$ cat src/rtl/layer3_buf_ctrl_pkg.sv
// ---------------------------------------------------------------------------
// layer3_buf_ctrl_pkg -- shared local-buffer definitions.
//   LB_DEPTH / LB_AW / LB_DW : default SRAM depth, address width, word width
//   lb_state_t               : controller state encoding (IDLE, RUN, FLUSH)
// ---------------------------------------------------------------------------
package layer3_buf_ctrl_pkg;

  localparam int LB_DEPTH = 208;
  localparam int LB_AW    = 8;
  localparam int LB_DW    = 128;

  typedef enum logic [1:0] {
    ST_IDLE  = 2'd0,
    ST_RUN   = 2'd1,
    ST_FLUSH = 2'd2
  } lb_state_t;

endpackage

$ cat src/rtl/layer3_buf_ctrl_skid2.sv
// ---------------------------------------------------------------------------
// lb_skid2 -- two-entry output buffer sitting behind the SRAM read port.
//   clk, rst          : clock, synchronous active-high reset
//   clear             : synchronous discard of all entries
//   push, push_data   : capture one word (caller guarantees a free slot)
//   pop               : release the oldest entry
//   occ               : number of valid entries (0..2)
//   head_data         : oldest entry (0 after reset/clear)
// Push and pop in the same cycle are allowed.
// ---------------------------------------------------------------------------
module lb_skid2
  import layer3_buf_ctrl_pkg::*;
#(
  parameter int DW = LB_DW
) (
  input  logic          clk,
  input  logic          rst,
  input  logic          clear,
  input  logic          push,
  input  logic [DW-1:0] push_data,
  input  logic          pop,
  output logic [1:0]    occ,
  output logic [DW-1:0] head_data
);

  logic [DW-1:0] mem0;
  logic [DW-1:0] mem1;
  logic          head;
  logic          tail;

  // Free slot is the one after the head when one entry is held, else the head.
  assign tail      = head ^ occ[0];
  assign head_data = head ? mem1 : mem0;

  always_ff @(posedge clk) begin
    if (rst || clear) begin
      mem0 <= '0;
      mem1 <= '0;
      head <= 1'b0;
      occ  <= 2'd0;
    end else begin
      if (push) begin
        if (tail) mem1 <= push_data;
        else      mem0 <= push_data;
      end
      if (pop) head <= ~head;
      occ <= occ + {1'b0, push} - {1'b0, pop};
    end
  end

endmodule

$ cat src/rtl/layer3_buf_ctrl.sv
// ---------------------------------------------------------------------------
// layer3_buf_ctrl -- circular FIFO controller for an external dual-port SRAM
// (port A write-only, port B read-only) with a 2-entry output buffer.
//   CK, rst                 : clock, synchronous active-high reset
//   wr_valid/wr_ready/wr_data : producer side
//   rd_valid/rd_ready/rd_data : consumer side
//   flush                   : discard everything buffered
//   count, full, empty      : words held in SRAM (output buffer excluded)
//   sram_*                  : SRAM port controls; sram_DOB is valid the cycle
//                             after a read address is presented
//   dbg_state               : current controller state (lb_state_t encoding)
// Handshake: a word moves on a cycle where valid && ready are both high at
// the rising edge; valid never depends on ready of the same interface.
// ---------------------------------------------------------------------------
module layer3_buf_ctrl
  import layer3_buf_ctrl_pkg::*;
#(
  parameter int DEPTH = LB_DEPTH,
  parameter int AW    = LB_AW,
  parameter int DW    = LB_DW
) (
  input  logic          CK,
  input  logic          rst,
  input  logic          wr_valid,
  output logic          wr_ready,
  input  logic [DW-1:0] wr_data,
  output logic          rd_valid,
  input  logic          rd_ready,
  output logic [DW-1:0] rd_data,
  input  logic          flush,
  output logic [AW:0]   count,
  output logic          full,
  output logic          empty,
  output logic [AW-1:0] sram_A,
  output logic [AW-1:0] sram_B,
  output logic          sram_WEAN,
  output logic          sram_WEBN,
  output logic          sram_OEA,
  output logic          sram_OEB,
  output logic [DW-1:0] sram_DIA,
  output logic [DW-1:0] sram_DIB,
  input  logic [DW-1:0] sram_DOB,
  output logic [1:0]    dbg_state
);

  lb_state_t     state, state_nxt;
  logic [AW-1:0] wr_ptr, rd_ptr;
  logic [AW:0]   count_q;
  logic          inflight;
  logic [1:0]    obuf_occ;
  logic [2:0]    credit;
  logic          do_wr, do_issue, do_pop, do_clear;

  function automatic logic [AW-1:0] ptr_inc(input logic [AW-1:0] p);
    return (p == AW'(DEPTH - 1)) ? '0 : p + 1'b1;
  endfunction

  assign full     = (count_q == (AW + 1)'(DEPTH));
  assign empty    = (count_q == '0);
  assign count    = count_q;
  assign wr_ready = !full && (state == ST_RUN);
  assign rd_valid = (obuf_occ != 2'd0) && (state == ST_RUN);

  assign do_wr  = wr_valid && wr_ready;
  assign do_pop = rd_valid && rd_ready;

  // Buffer slots already spoken for: held entries plus the read in flight,
  // minus the slot this cycle's pop releases. Counting the pop keeps the
  // stream at one word per cycle once the pipeline is primed.
  assign credit   = {1'b0, obuf_occ} + {2'b00, inflight} - {2'b00, do_pop};
  // No issue on the flush cycle: the word would be thrown away anyway, and
  // keeping inflight clear lets FLUSH finish in a single cycle.
  assign do_issue = (state == ST_RUN) && !flush && !empty && (credit < 3'd2);
  assign do_clear = (state == ST_FLUSH) && !inflight;

  assign sram_A    = wr_ptr;
  assign sram_WEAN = !do_wr;
  assign sram_DIA  = wr_data;
  assign sram_OEA  = 1'b0;
  assign sram_B    = rd_ptr;
  assign sram_OEB  = do_issue;
  assign sram_WEBN = 1'b1;
  assign sram_DIB  = '0;
  assign dbg_state = state;

  always_ff @(posedge CK) begin
    if (rst) state <= ST_IDLE;
    else     state <= state_nxt;
  end

  always_comb begin
    state_nxt = state;
    case (state)
      ST_IDLE:  state_nxt = ST_RUN;
      ST_RUN:   if (flush) state_nxt = ST_FLUSH;
      ST_FLUSH: if (!inflight) state_nxt = ST_RUN;
      default:  state_nxt = ST_IDLE;
    endcase
  end

  always_ff @(posedge CK) begin
    if (rst || do_clear) begin
      wr_ptr  <= '0;
      rd_ptr  <= '0;
      count_q <= '0;
    end else begin
      if (do_wr)    wr_ptr <= ptr_inc(wr_ptr);
      if (do_issue) rd_ptr <= ptr_inc(rd_ptr);
      case ({do_wr, do_issue})
        2'b10:   count_q <= count_q + 1'b1;
        2'b01:   count_q <= count_q - 1'b1;
        default: ;
      endcase
    end
  end

  // Reset drops the pending read so its sram_DOB word is never captured.
  always_ff @(posedge CK) begin
    if (rst) inflight <= 1'b0;
    else     inflight <= do_issue;
  end

  lb_skid2 #(.DW(DW)) u_obuf (
    .clk       (CK),
    .rst       (rst),
    .clear     (do_clear),
    .push      (inflight),
    .push_data (sram_DOB),
    .pop       (do_pop),
    .occ       (obuf_occ),
    .head_data (rd_data)
  );

endmodule

$ cat config.mk
export PLATFORM = sky130hd
export DESIGN_NAME = layer3_buf_ctrl
export DESIGN_NICKNAME = d
export VERILOG_FILES = /design/src/rtl/layer3_buf_ctrl_pkg.sv /design/src/rtl/layer3_buf_ctrl_skid2.sv /design/src/rtl/layer3_buf_ctrl.sv
export SDC_FILE = /design/constraint.sdc
export NUM_CORES = 1
export LEC_CHECK = 0
export BUFFER_PORTS_ARGS = -buffer_cell sky130_fd_sc_hd__buf_4
export CAP_MARGIN = 20
export CELL_PAD_IN_SITES_DETAIL_PLACEMENT = 1
export CELL_PAD_IN_SITES_GLOBAL_PLACEMENT = 2
export CORE_MARGIN = 8
export CORE_UTILIZATION = 24
export DETAILED_ROUTE_END_ITERATION = 6
export PLACE_DENSITY_LB_ADDON = 0.1
export SYNTH_ARGS = -nofsm -noshare
export SYNTH_HDL_FRONTEND = slang
export SYNTH_HIERARCHICAL = 1
export SYNTH_SLANG_ARGS = --single-unit
$ cat constraint.sdc
create_clock -name CK -period 4.3 [get_ports CK]
set_input_delay 0.215 -clock CK [delete_from_list [all_inputs] [get_ports CK]]
set_output_delay 0.215 -clock CK [all_outputs]
set_load 0.02 [all_outputs]
# ---- After elaboration in Yosys (flattened, before gate mapping)
# Cells that the tools add are included.
dict set report classes {
  addsub 8
  n_lt_le_gt_ge 1
  eq_ne 9
  n_mux 7
  bitwise_logic 3
  n_reduce_logical 21
}
# operator count
set op_table {}
lappend op_table {{$mux W128} 1}
lappend op_table {{$pmux W9 S2} 1}
lappend op_table {{$add A8 B1 Y8 const B} 2}
lappend op_table {{$eq A8 B8 Y1 const B} 2}
lappend op_table {{$mux W8} 2}
lappend op_table {{$add A9 B1 Y9 const B} 1}
lappend op_table {{$eq A9 B8 Y1 const B} 1}
lappend op_table {{$logic_not A9 Y1} 1}
lappend op_table {{$sub A9 B1 Y9 const B} 1}
lappend op_table {{$logic_and A1 B1 Y1} 8}
lappend op_table {{$pmux W2 S3} 1}
lappend op_table {{$reduce_and A2 Y1} 3}
lappend op_table {{$logic_not A1 Y1} 5}
lappend op_table {{$eq A2 B1 Y1 const B} 2}
lappend op_table {{$eq A2 B2 Y1 const B} 2}
lappend op_table {{$mux W2} 2}
lappend op_table {{$ne A2 B2 Y1 const B} 2}
lappend op_table {{$reduce_bool A2 Y1} 2}
lappend op_table {{$add A2 B1 Y3} 1}
lappend op_table {{$lt A3 B2 Y1 const B} 1}
lappend op_table {{$sub A3 B1 Y3} 1}
lappend op_table {{$add A2 B1 Y2} 1}
lappend op_table {{$logic_not A2 Y1} 1}
lappend op_table {{$not A1 Y1} 2}
lappend op_table {{other kinds (3)} 3}
dict set report word_totals {
  ff_bits 287
  elab_cells 58
}

# ---- Depth between registers and ports, before layout
# Gate-level depths: netlist of the first run.
dict set report depth {
  ltp_word 8
  mapped_depth 17
  depth_no_buf 17
}

# ---- By module
# Netlist of the first run, hierarchy kept.
# module n_inst cells_per_inst area_each_um2 seq_area_each_um2
set modules_own_cells {}
lappend modules_own_cells {lb_skid2 1 1130 11238.3 5185.0}
lappend modules_own_cells {layer3_buf_ctrl 1 464 3681.0 560.5}

# ---- Worst setup path before layout of the first run
# No wires, ideal clock.
dict set report synth_timing {
  path_type {register to register}
  from {reg state[0], in the netlist dbg_state[0]}
  to {reg count_q[8], in the netlist count[8]}
  setup_time_ps 118
  arrival_ps 4666
  slack_ps -484
  stages_incl_launch_ff 18
  path_buffers 0
  path_cell_list {dfxtp_1 > nand2b_1 > nor2_1 > and2_1 > ha_1 > nand2b_1 > fa_1 > xor2_1 > nor4b_4 > nand2_4 > inv_1 > ha_1 > ha_1 > a21oi_1 > a211oi_1 > o21ai_0 > or3b_2 > mux2i_1}
}
dict set report synth_between {
  elab_chain_len 8
  elab_cells_between_ends 17
  classes_between {add/sub: 1; order compare: 1; eq/ne: 4; mux: 1; reduce/logical: 10}
}
# element line
set synth_lines {}
lappend synth_lines {{start, declared} layer3_buf_ctrl.sv:46} ;# lb_state_t state, state_nxt;
lappend synth_lines {{start signal, assigned} layer3_buf_ctrl.sv:88} ;# else state <= state_nxt;
lappend synth_lines {{$eq A2 B1 Y1 *} layer3_buf_ctrl.sv:62} ;# assign rd_valid = (obuf_occ != 2'd0) && (state == ST_RUN);
lappend synth_lines {{$logic_and A1 B1 Y1 *} layer3_buf_ctrl.sv:62}
lappend synth_lines {{net rd_valid} layer3_buf_ctrl.sv:27} ;# output logic rd_valid,
lappend synth_lines {{$logic_and A1 B1 Y1 *} layer3_buf_ctrl.sv:65} ;# assign do_pop = rd_valid && rd_ready;
lappend synth_lines {{net do_pop} layer3_buf_ctrl.sv:52} ;# logic do_wr, do_issue, do_pop, do_clear;
lappend synth_lines {{$sub A3 B1 Y3 *} layer3_buf_ctrl.sv:70} ;# assign credit = {1'b0, obuf_occ} + {2'b00, inflight} - {2'b00, do_pop};
lappend synth_lines {{$lt A3 B2 Y1 *} layer3_buf_ctrl.sv:73} ;# assign do_issue = (state == ST_RUN) && !flush && !empty && (credit < 3'd2);
lappend synth_lines {{$logic_and A1 B1 Y1 *} layer3_buf_ctrl.sv:73}
lappend synth_lines {{net sram_OEB} layer3_buf_ctrl.sv:39} ;# output logic sram_OEB,
lappend synth_lines {{$eq A2 B1 Y1 / $eq A2 B2 Y1 (equally long branches)} layer3_buf_ctrl.sv:109} ;# case ({do_wr, do_issue})
lappend synth_lines {{$pmux W9 S2 / $reduce_bool A2 Y1 (equally long branches)} --}
lappend synth_lines {{end signal, assigned} layer3_buf_ctrl.sv:110} ;# 2'b10: count_q <= count_q + 1'b1;
lappend synth_lines {{end signal, assigned} layer3_buf_ctrl.sv:111} ;# 2'b01: count_q <= count_q - 1'b1;
lappend synth_lines {{end, declared} layer3_buf_ctrl.sv:48} ;# logic [AW:0] count_q;
# Mark *: on every way through the listed nets, which the timed path passes. The rest lies on a longest branch.
# A chain may end at the register's enable or synchronous reset.

# ---- Worst setup path in the final report of the first run
dict set report layout_timing {
  from {reg state[1], in the netlist dbg_state[1]}
  to {reg count_q[8], in the netlist count[8]}
}
dict set report layout_between {
  elab_chain_len 8
  elab_cells_between_ends 17
  classes_between {add/sub: 1; order compare: 1; eq/ne: 4; mux: 1; reduce/logical: 10}
}
# element line
set layout_lines {}
lappend layout_lines {{$eq A2 B1 Y1 *} layer3_buf_ctrl.sv:62}
lappend layout_lines {{$logic_and A1 B1 Y1 *} layer3_buf_ctrl.sv:62}
lappend layout_lines {{$logic_and A1 B1 Y1 *} layer3_buf_ctrl.sv:65}
lappend layout_lines {{net do_pop} layer3_buf_ctrl.sv:52}
lappend layout_lines {{$sub A3 B1 Y3 *} layer3_buf_ctrl.sv:70}
lappend layout_lines {{$lt A3 B2 Y1 *} layer3_buf_ctrl.sv:73}
lappend layout_lines {{$logic_and A1 B1 Y1 *} layer3_buf_ctrl.sv:73}
lappend layout_lines {{$eq A2 B1 Y1 / $eq A2 B2 Y1 (equally long branches)} layer3_buf_ctrl.sv:109}
lappend layout_lines {{$pmux W9 S2 / $reduce_bool A2 Y1 (equally long branches)} --}
# Marked as above.

==> results.cfg, run 1 <==
[cells_and_area]
nets = 2130
layout-drive-gt1-share_pct = 27.7
n_antenna_cell = 0
final_cells = 2720
fill_cells = 7083
utilization_pct = 30.9
syn_to_final_growth_pct = 27.5

[synth]
synth-warning-count = 6
synth.area.top_cells = dfxtp_1 (39%), mux2i_1 (18%), buf_4 (14%), nand2_1 (10%), mux2_2 (9.7%)
synth_top_cell_area_share_pct = 38.5
ys_seq_area_share_pct = 38.5
avgSynthCellArea_um2 = 9.36
synth-edff-count = 0
synthesis.area_um2 = 14900
synth_top_cell_by_area = dfxtp_1
synth-main-ff-cell = dfxtp_1
synthArstFlopShare_pct = 0
ys_ff_latch = 287
syn-instance-count = 1594
ys_types = 49

[clock_network]
cts.htree.levels = 2
cts_root_buf = clkbuf_16
cts_buffer_depth = 3
clk_latency_ns = 0.55
clkSinkCount = 287
numCtsBuffers = 39
tritoncts = done
clk_pin_slew_ns = 0.06

[sta]
slew_headroom_pct = 22.4
finalCritPeriodShare_pct = 93.1
final_max_slew_viol_count = 0
hold_viol = 0
skew_ns = 0.0239
fin_setup_tns_ns = 0
worst_slew_pin_slew_ns = 1.16
setup_ws_ns = 0.296
fmax_mhz = 250
setup_viol = 0
rsz0062_at_grt = false
finalCriticalPeriod_ns = 4.00

[floorplanning]
dieArea_um2 = 70400
core_um2 = 61600
io_pins = 680
die_h_um = 265
rows = 91
fp.dieW_um = 265
start_util_pct = 24.2

[drt]
vias = 11200
met2_length_um = 24600
routedWlPerCell_um = 18.5
dr.pass1.iters = 4
drtAntennaViolNets = 0
wl_met3_um = 3750
routedLengthMet1_um = 20600
top_layer = met5
avgViaCountPerCell = 4.12
drc = 0
drtIter0Drc = 268
wirelength_um = 50300

[grt]
overflow = 0
grt_pass1_wl_um = 75900
grt_pass1_vias = 12300
antenna_found_initial = 1
grt_start_max_net_pins = 232
globalRouteTotalUtil_pct = 13.6

[min_path]
hp-class = input pin to flop
min_from = rd_ready
min_to = u_obuf/head$_SDFFE_PP0P_
hold_depth = 4

[pwr]
power-per-cell-area_nw_per_um2 = 348
p_leak_nw = 8.71
total_power_mw = 6.63
ir_drop_uv = 198

[place]
dp.cells = 2518
dp_hpwl_um = 34900
finalWeightedCongestion = 0.742
io_buffers = 293
pre_cts_slack_ns = 0.108

[critical_path]
timing.reg2reg.setup_slack_ns = 0.30
crit_type = flop to flop
end_kind = flop
r2r_end = count[8]$_SDFFE_PP0P_
cp-start-kind = flop
cp.required_ns = 4.72
r2r_cells = 17
r2r_start = dbg_state[1]$_SDFFE_PP0P_
path_max_fanout = 10
arrival_ns = 4.42

[outcome]
status = finished, final reports clean

[flow_run]
drv_cap = 0
[stage by stage]
step           hold slack (ns)  area [um2]
5_1_grt                  0.165       19000
6_report                 0.154       19000
2_1_floorplan            0.280       15400
4_1_cts                  0.125       19000
3_5_place_dp             0.430       16400
3_3_place_gp             0.430       16400
[per-layer routing]
| metal | track usage, % | up-vias |
|---|---|---|
| met5 | 0.485 | - |
| met1 | 15.6 | 5351 |
| li1 | - | 5394 |
| met3 | 4.59 | 78 |
| met2 | 23.7 | 370 |
| met4 | 4.36 | 4 |
[final cells by class]
class	count	area [um2]	area share, %
Multi-Input combinational cell	1079	7230	38.0
Sequential cell	287	5750	30.2
Timing Repair Buffer	440	3720	19.5
Clock buffer	62	1180	6.22
Tap cell	837	1050	5.51
Clock inverter	8	58.8	0.309
Inverter	7	30.0	0.158
[cells in the mapped netlist (13+ instances only)]
library cell    n
nor2_1         31
dfxtp_1       287
ha_1           13
buf_4         270
nand2_1       398
buf_6          14
buf_2          22
a21oi_1        16
nand3_1        16
mux2i_1       262
clkbuf_1       31
mux2_2        128
[logic make-up after synthesis]
family | after synthesis | share of synthesized area (%)
xor+xnor | 19 | 1.12
mux | 390 | 27.2
compound gates | 35 | 1.60
other cells | 2 | 0.0503
fa+ha+maj | 15 | 1.36
simple gates | 490 | 13.5
flops | 287 | 38.5
buf+inv | 356 | 16.6
[power breakdown]
part	switching, mW	internal, mW
Clock	1.26	1.89
Combinational	0.446	0.315
Sequential	0.0244	2.69
Total	1.73	4.89
[critical path: stages (launching register included)]
cell and delay (ns):
dfxtp_2 0.34, nand2b_4 0.17, nor2_4 0.11, and2_1 0.19
ha_1 0.24, nand2b_1 0.15, fa_1 0.38, xor2_1 0.18
nor4b_4 0.30, nand2_4 0.09, clkinvlp_4 0.11, ha_4 0.22
ha_2 0.34, a21oi_4 0.21, a211oi_2 0.10, o21ai_0 0.15
or3b_2 0.47, mux2i_1 0.13
[state kept, by name, summed over array words and instances, names as in the netlist]
register and count:
sram_A 8, u_obuf/mem1 128, inflight 1, dbg_state 2, count 9, u_obuf/mem0 128
u_obuf/occ 2, u_obuf/head 1, sram_B 8
[worst max path at each step]
stage / startpoint / end / slack [ns]
2_1_floorplan: dbg_state[1]$_SDFFE_PP0P_ / count[8]$_SDFFE_PP0P_ / 0.01
5_1_grt: dbg_state[0]$_SDFFE_PP0P_ / count[8]$_SDFFE_PP0P_ / 0.03
3_3_place_gp: dbg_state[1]$_SDFFE_PP0P_ / count[8]$_SDFFE_PP0P_ / 0.17
6_report: dbg_state[1]$_SDFFE_PP0P_ / count[8]$_SDFFE_PP0P_ / 0.30
3_5_place_dp: dbg_state[1]$_SDFFE_PP0P_ / count[8]$_SDFFE_PP0P_ / 0.11
4_1_cts: dbg_state[1]$_SDFFE_PP0P_ / count[8]$_SDFFE_PP0P_ / 0.10
[what timing repair did]
action | CTS | global route
buffers inserted | 0 | 1
endpoints found under the hold margin | 259 | 0
hold buffers | 131 | 0
gates resized for setup | 0 | 4
setup endpoints to repair | 0 | 1
[placed cells by master, fill, tap and decap left out, types with 7 or more instances in the layout]
master         instances
dlygate4sd3_1        131
clkbuf_16             40
clkbuf_8              10
xnor2_1                8
clkbuf_1              12
conb_1               130
dfxtp_1              284
mux2i_1              262
mux2_2               128
nor2_1                30
a21oi_1               15
xor2_1                11
nand3_1               16
buf_12                 7
nor3_1                 7
buf_4                302
ha_1                  11
nand2_1              397
No activity file was read; power rests on OpenSTA's default activity.
==> run 2: changes to the inputs <==
--- a/config.mk
+++ b/config.mk
@@ -9,6 +9,7 @@
 export CAP_MARGIN = 20
 export CELL_PAD_IN_SITES_DETAIL_PLACEMENT = 1
 export CELL_PAD_IN_SITES_GLOBAL_PLACEMENT = 2
+export CORE_ASPECT_RATIO = 0.8
 export CORE_MARGIN = 8
 export CORE_UTILIZATION = 24
 export DETAILED_ROUTE_END_ITERATION = 6
==> run 2 against run 1 <==
Compared with the run above: final area decreased by 0.56%; cell count decreased by 0.63%; global-route usage decreased by 0.18 points; clock-buffer cell count decreased by 6; register-to-register slack got worse by 0.09 ns; routed wire length decreased by 1.3%; critical path depth unchanged; worst setup slack got worse by 0.089 ns; sequential share of layout area increased by 0.18 points; combinational power about the same; largest power group unchanged.
==> results.cfg, run 2 (synthesis gave the netlist of run 1 again) <==
[grt]
grt_start_max_net_pins = 198
overflow = 0
globalRouteTotalUtil_pct = 13.4
grt_pass1_wl_um = 74700
busiest_layer = met2
antenna_found_initial = 4
gr-usage-met3_pct = 4.68
grtUsageMet1_pct = 15.7
use_met2_pct = 23.0
grt_pass1_vias = 12300

[cells_and_area]
layout-drive-gt1-share_pct = 27.2
final_common_cell = nand2_1
syn_to_final_growth_pct = 26.8
layout_common_cells = nand2_1 (397), buf_4 (300), dfxtp_1 (285), mux2i_1 (262), dlygate4sd3_1 (131)
nets = 2126
final_cells = 2703

[place]
dp_hpwl_um = 34400
io_buffers = 293
finalWeightedCongestion = 0.744
dp.cells = 2509
pre_cts_slack_ns = 0.119

[critical_path]
cp_top_family = simple AND/OR/NAND/NOR gates
path_max_fanout = 10
cp-start-kind = flop
crit_top_cell = ha_1
end_kind = flop
path_cells = nor2_1, nor2_4, and2_1, ha_1, nand2b_1, fa_1, xor2_1, nor4b_4, nand2_4, clkinvlp_4, ha_4, ha_1, a21oi_2, a211oi_1, o21ai_0, or3b_2, mux2i_1
cp.required_ns = 4.71
crit_type = flop to flop
critPathBufInv = 1
cpPeakStageDelay_ns = 0.47
arrival_ns = 4.51
crit_path_top_delay_cell = or3b_2

[clock_network]
cts_buffer_depth = 3
cts.htree.levels = 2
clk_pin_slew_ns = 0.06
tritoncts = done
cts_root_buf = clkbuf_16
clk_latency_ns = 0.54
numCtsBuffers = 38
cts_setup_buffers = 0
clkSinkCount = 287

[sta]
rsz0062_at_grt = false
finalCritPeriodShare_pct = 95.2
setup_ws_ns = 0.207
fmax_mhz = 244
fin_setup_tns_ns = 0
finalCriticalPeriod_ns = 4.09
setup_viol = 0
skew_ns = 0.0169
hold_viol = 0
final_max_slew_viol_count = 0
slew_headroom_pct = 33.4
worst_slew_pin_slew_ns = 0.999

[pwr]
swShare_pct = 26.0
p_leak_nw = 8.66
seqPwrFrac_pct = 41.4
power_frac_comb_pct = 11.5
intPower_mw = 4.86
power-per-cell-area_nw_per_um2 = 347
ir_drop_uv = 199
power_frac_clock_pct = 47.1
total_power_mw = 6.57
switchingPower_mw = 1.71

[drt]
dr.pass1.iters = 4
drc = 0
drtAntennaViolNets = 0
avgViaCountPerCell = 4.11
vias = 11100
wirelength_um = 49600
routedWlPerCell_um = 18.4
drtIter0Drc = 347

[outcome]
status = finished, final reports clean

[floorplanning]
core_um2 = 61300
start_util_pct = 24.3
rows = 81
dieArea_um2 = 70400
io_pins = 680
fp.dieW_um = 295
die_h_um = 239

[min_path]
hp-class = input pin to flop

[flow_run]
drv_cap = 0
## run 2: cell count changes in the layout (fill, tap and decap cells not counted), sizes merged
cell    delta
clkbuf     -6
clkinv     -5
buf        -3
diode      +3
bufinv     +1
## run 2: cell type report
cell class	count	area (um2)
Tap cell	830	1040
Multi-Input combinational cell	1079	7220
Inverter	7	30.0
Sequential cell	287	5750
Fill cell	7042	42400
Clock buffer	56	1130
Timing Repair Buffer	437	3690
Clock inverter	4	48.8
Antenna cell	3	7.51
## run 2: layer usage
metal  part of all wire, %  wire [um]
met4                   2.5       1230
met5                  0.15         72
met1                    42      20800
met2                    48      24000
met3                   7.2       3590
## run 2: timing repair
item                       CTS  global route
hold endpoints to repair   259             0
gates resized for setup      0             1
setup endpoints to repair    0             1
hold buffers               131             0
## run 2: power groups by stage
stage                     Clock, mW  Sequential, mW  Combinational [mW]
after CTS                      3.26            2.72               0.770
after floorplan                   0            2.78               0.682
after detailed placement          0            2.78               0.663
after global placement            0            2.78               0.663
after global routing           3.35            2.72               0.823
final                          3.09            2.72               0.758
## run 2: path summary, 6_finish.rpt
path,startpoint,endpoint,slack [ns],cells past startpoint
max reg2reg,u_obuf/occ[1]$_SDFF_PP0_,count[8]$_SDFFE_PP0P_,0.21,17
min,rd_ready,u_obuf/head$_SDFFE_PP0P_,0.16,4
min reg2reg,u_obuf/mem0[79]$_SDFFE_PP0P_,u_obuf/mem0[79]$_SDFFE_PP0P_,0.45,2
max,u_obuf/occ[1]$_SDFF_PP0_,count[8]$_SDFFE_PP0P_,0.21,17
## run 2: tightest hold or removal path, cell delays in order
cell and delay (ns):
buf_4 0.08, and2_1 0.18, xnor2_1 0.09, nor2_1 0.08
## run 2: stage by stage
stage                     hold WS, ns  utilization [%]  instance area [um2]
final                           0.158             30.8                18900
after global routing            0.179             30.8                18900
after CTS                       0.122             30.8                18900
after detailed placement        0.430             26.8                16400
after global placement          0.430             26.7                16400
after floorplan                 0.280                -                15400
==> run 3: changes to the inputs <==
--- a/config.mk
+++ b/config.mk
@@ -9,10 +9,10 @@
 export CAP_MARGIN = 20
 export CELL_PAD_IN_SITES_DETAIL_PLACEMENT = 1
 export CELL_PAD_IN_SITES_GLOBAL_PLACEMENT = 2
-export CORE_ASPECT_RATIO = 0.8
-export CORE_MARGIN = 8
-export CORE_UTILIZATION = 24
+export CORE_AREA = 8 8 259 261
 export DETAILED_ROUTE_END_ITERATION = 6
+export DIE_AREA = 0 0 267 269
+export GPL_TIMING_DRIVEN = 0
 export PLACE_DENSITY_LB_ADDON = 0.1
 export SYNTH_ARGS = -nofsm -noshare
 export SYNTH_HDL_FRONTEND = slang
==> constraint.sdc (replaced) <==
create_clock -name CK -period 4.2 [get_ports CK]
set_input_delay 0.21 -clock CK [delete_from_list [all_inputs] [get_ports CK]]
set_output_delay 0.21 -clock CK [all_outputs]
set_load 0.02 [all_outputs]
==> run 3 against run 2 <==
Compared with the run above: clock power is 6% higher; routed wire length is 23% higher; critical path type unchanged; critical path depth is 1 higher; critical endpoint unchanged; via count is 17% higher; combinational power is 62% higher; sequential power is 2% higher; core utilization is 4.8 points higher; worst hold slack worse by 0.072 ns; die area is 2.0% higher; sequential share of layout area is 4.7 points lower; clock-buffer cell count is 10 higher.
==> results.cfg, run 3 (synthesis gave the netlist of run 1 again) <==
[outcome]
status = finished, final reports clean

[place]
dp_hpwl_um = 46700
dpl_cell_area_um2 = 19700
finalWeightedCongestion = 0.806
dp.cells = 2989
io_buffers = 421

[floorplanning]
io_pins = 680
dieArea_um2 = 71800
start_util_pct = 23.8
fp.dieW_um = 267
die_h_um = 269
core_um2 = 62700
rows = 92

[sta]
rsz0062_at_grt = false
skew_ns = 0.0218
setup_viol = 0
slew_headroom_pct = 21.6
worst_slew_pin_slew_ns = 1.18
finalCritPeriodShare_pct = 95.5
final_max_slew_viol_count = 0
finalCriticalPeriod_ns = 4.01
fmax_mhz = 249
hold_viol = 0

[drt]
vias = 13000
dr.pass1.iters = 4
drtIter0Drc = 364
avgViaCountPerCell = 4.05
routedWlPerCell_um = 19.1
drtAntennaViolNets = 0
drc = 0
wirelength_um = 61100

[cells_and_area]
seq_area_um2 = 5750
final_common_cell = buf_4
fill_cells = 7306
final_area_um2 = 22400
layout_common_cells = buf_4 (702), nand2_1 (398), dfxtp_1 (285), mux2i_1 (262), dlygate4sd3_1 (131)
layout-drive-gt1-share_pct = 40.5
syn_to_final_growth_pct = 50.0
multiInputGateArea_um2 = 7250
nets = 2603
final_cells = 3203

[clock_network]
cts_buffer_depth = 3
clkSinkCount = 287
clk_latency_ns = 0.54
cts_root_buf = clkbuf_16
cts.htree.levels = 2
tritoncts = done
numCtsBuffers = 39
clk_pin_slew_ns = 0.05

[grt]
globalRouteTotalUtil_pct = 16.0
grt_pass1_vias = 14400
overflow = 0
grt_start_max_net_pins = 12
antenna_found_initial = 1
grt_pass1_wl_um = 89500

[pwr]
power-per-cell-area_nw_per_um2 = 326
switchingPower_mw = 1.97
power_frac_clock_pct = 44.9
power_frac_comb_pct = 16.9
ir_drop_uv = 234
intPower_mw = 5.32
p_leak_nw = 10.9
swShare_pct = 27.0
seqPwrFrac_pct = 38.2

[critical_path]
arrival_ns = 4.45
crit_type = flop to flop
cp.required_ns = 4.64
path_max_fanout = 7
cp-start-kind = flop
end_kind = flop

[flow_run]
drv_cap = 0

[min_path]
hp-class = input pin to flop
[run 3: through the flow]
| stage | setup TNS [ns] | power [mW] | worst slack (ns) | hold slack, ns | util [%] |
|---|---|---|---|---|---|
| finish | 0 | 7.29 | 0.190 | 0.0858 | 35.7 |
| global route | 0 | 7.66 | 0.00100 | 0.0589 | 35.7 |
| CTS | 0 | 7.44 | 0.00506 | 0.0340 | 35.5 |
| detailed placement | -0.574 | 3.96 | -0.392 | 0.439 | 31.3 |
| global placement | -0.485 | 3.96 | -0.353 | 0.428 | 31.3 |
| floorplan | 0 | 3.54 | 0.00182 | 0.272 | - |
[run 3: power groups by stage]
stage               Clock [mW]  Sequential, mW  Combinational, mW
finish                    3.27            2.78               1.23
CTS                       3.43            2.78               1.23
detailed placement           0            2.84               1.12
global route              3.55            2.79               1.33
global placement             0            2.84               1.12
floorplan                    0            2.84              0.698
[run 3: layout make-up]
class / instances / share of cell area, %
Clock buffer: 66 / 5.49
Multi-Input combinational cell: 1079 / 32.4
Timing Repair Buffer: 564 / 20.4
Inverter: 7 / 0.134
Tap cell: 846 / 4.73
Sequential cell: 287 / 25.7
Antenna cell: 1 / 0.0112
Buffer: 349 / 11.0
Clock inverter: 4 / 0.157
[run 3: critical path, stage by stage, from the launching register on]
cell	delay, ns
dfxtp_4	0.37
nand2b_4	0.18
nor2_4	0.14
and2_4	0.18
ha_1	0.22
nand2b_1	0.16
fa_2	0.35
xor2_1	0.17
nor4b_4	0.36
nand2_4	0.11
clkinvlp_4	0.11
ha_4	0.18
buf_6	0.14
ha_4	0.22
a21oi_4	0.18
a211oi_2	0.09
o21ai_0	0.16
or3b_2	0.47
mux2i_1	0.13
[run 3: final timing paths]
kind                               start                          end  slack, ns  depth (start not counted)
max reg2reg    dbg_state[1]$_SDFFE_PP0P_        count[8]$_SDFFE_PP0P_       0.19                         18
max            dbg_state[1]$_SDFFE_PP0P_        count[8]$_SDFFE_PP0P_       0.19                         18
min reg2reg  u_obuf/mem0[4]$_SDFFE_PP0P_  u_obuf/mem0[4]$_SDFFE_PP0P_       0.45                          2
min                             rd_ready     u_obuf/head$_SDFFE_PP0P_       0.09                          4
[run 3: repair_timing]
action                     CTS  global route
gates resized for setup      1            12
hold buffers               131             0
setup buffers                2            10
setup endpoints to repair    4             2
cloned                       0             0
hold endpoints to repair   262             0
pin swaps                    2             3
[run 3: routing by layer]
| layer | wire, um | vias to the layer above | GRT usage, % | part of all wire (%) |
|---|---|---|---|---|
| met2 | 30800 | 358 | 28.2 | 50 |
| met1 | 25500 | 6199 | 19.3 | 42 |
| met3 | 3510 | 68 | 4.05 | 5.7 |
| li1 | - | 6357 | - | - |
| met5 | 0 | - | 0 | 0 |
| met4 | 1350 | 0 | 4.26 | 2.2 |
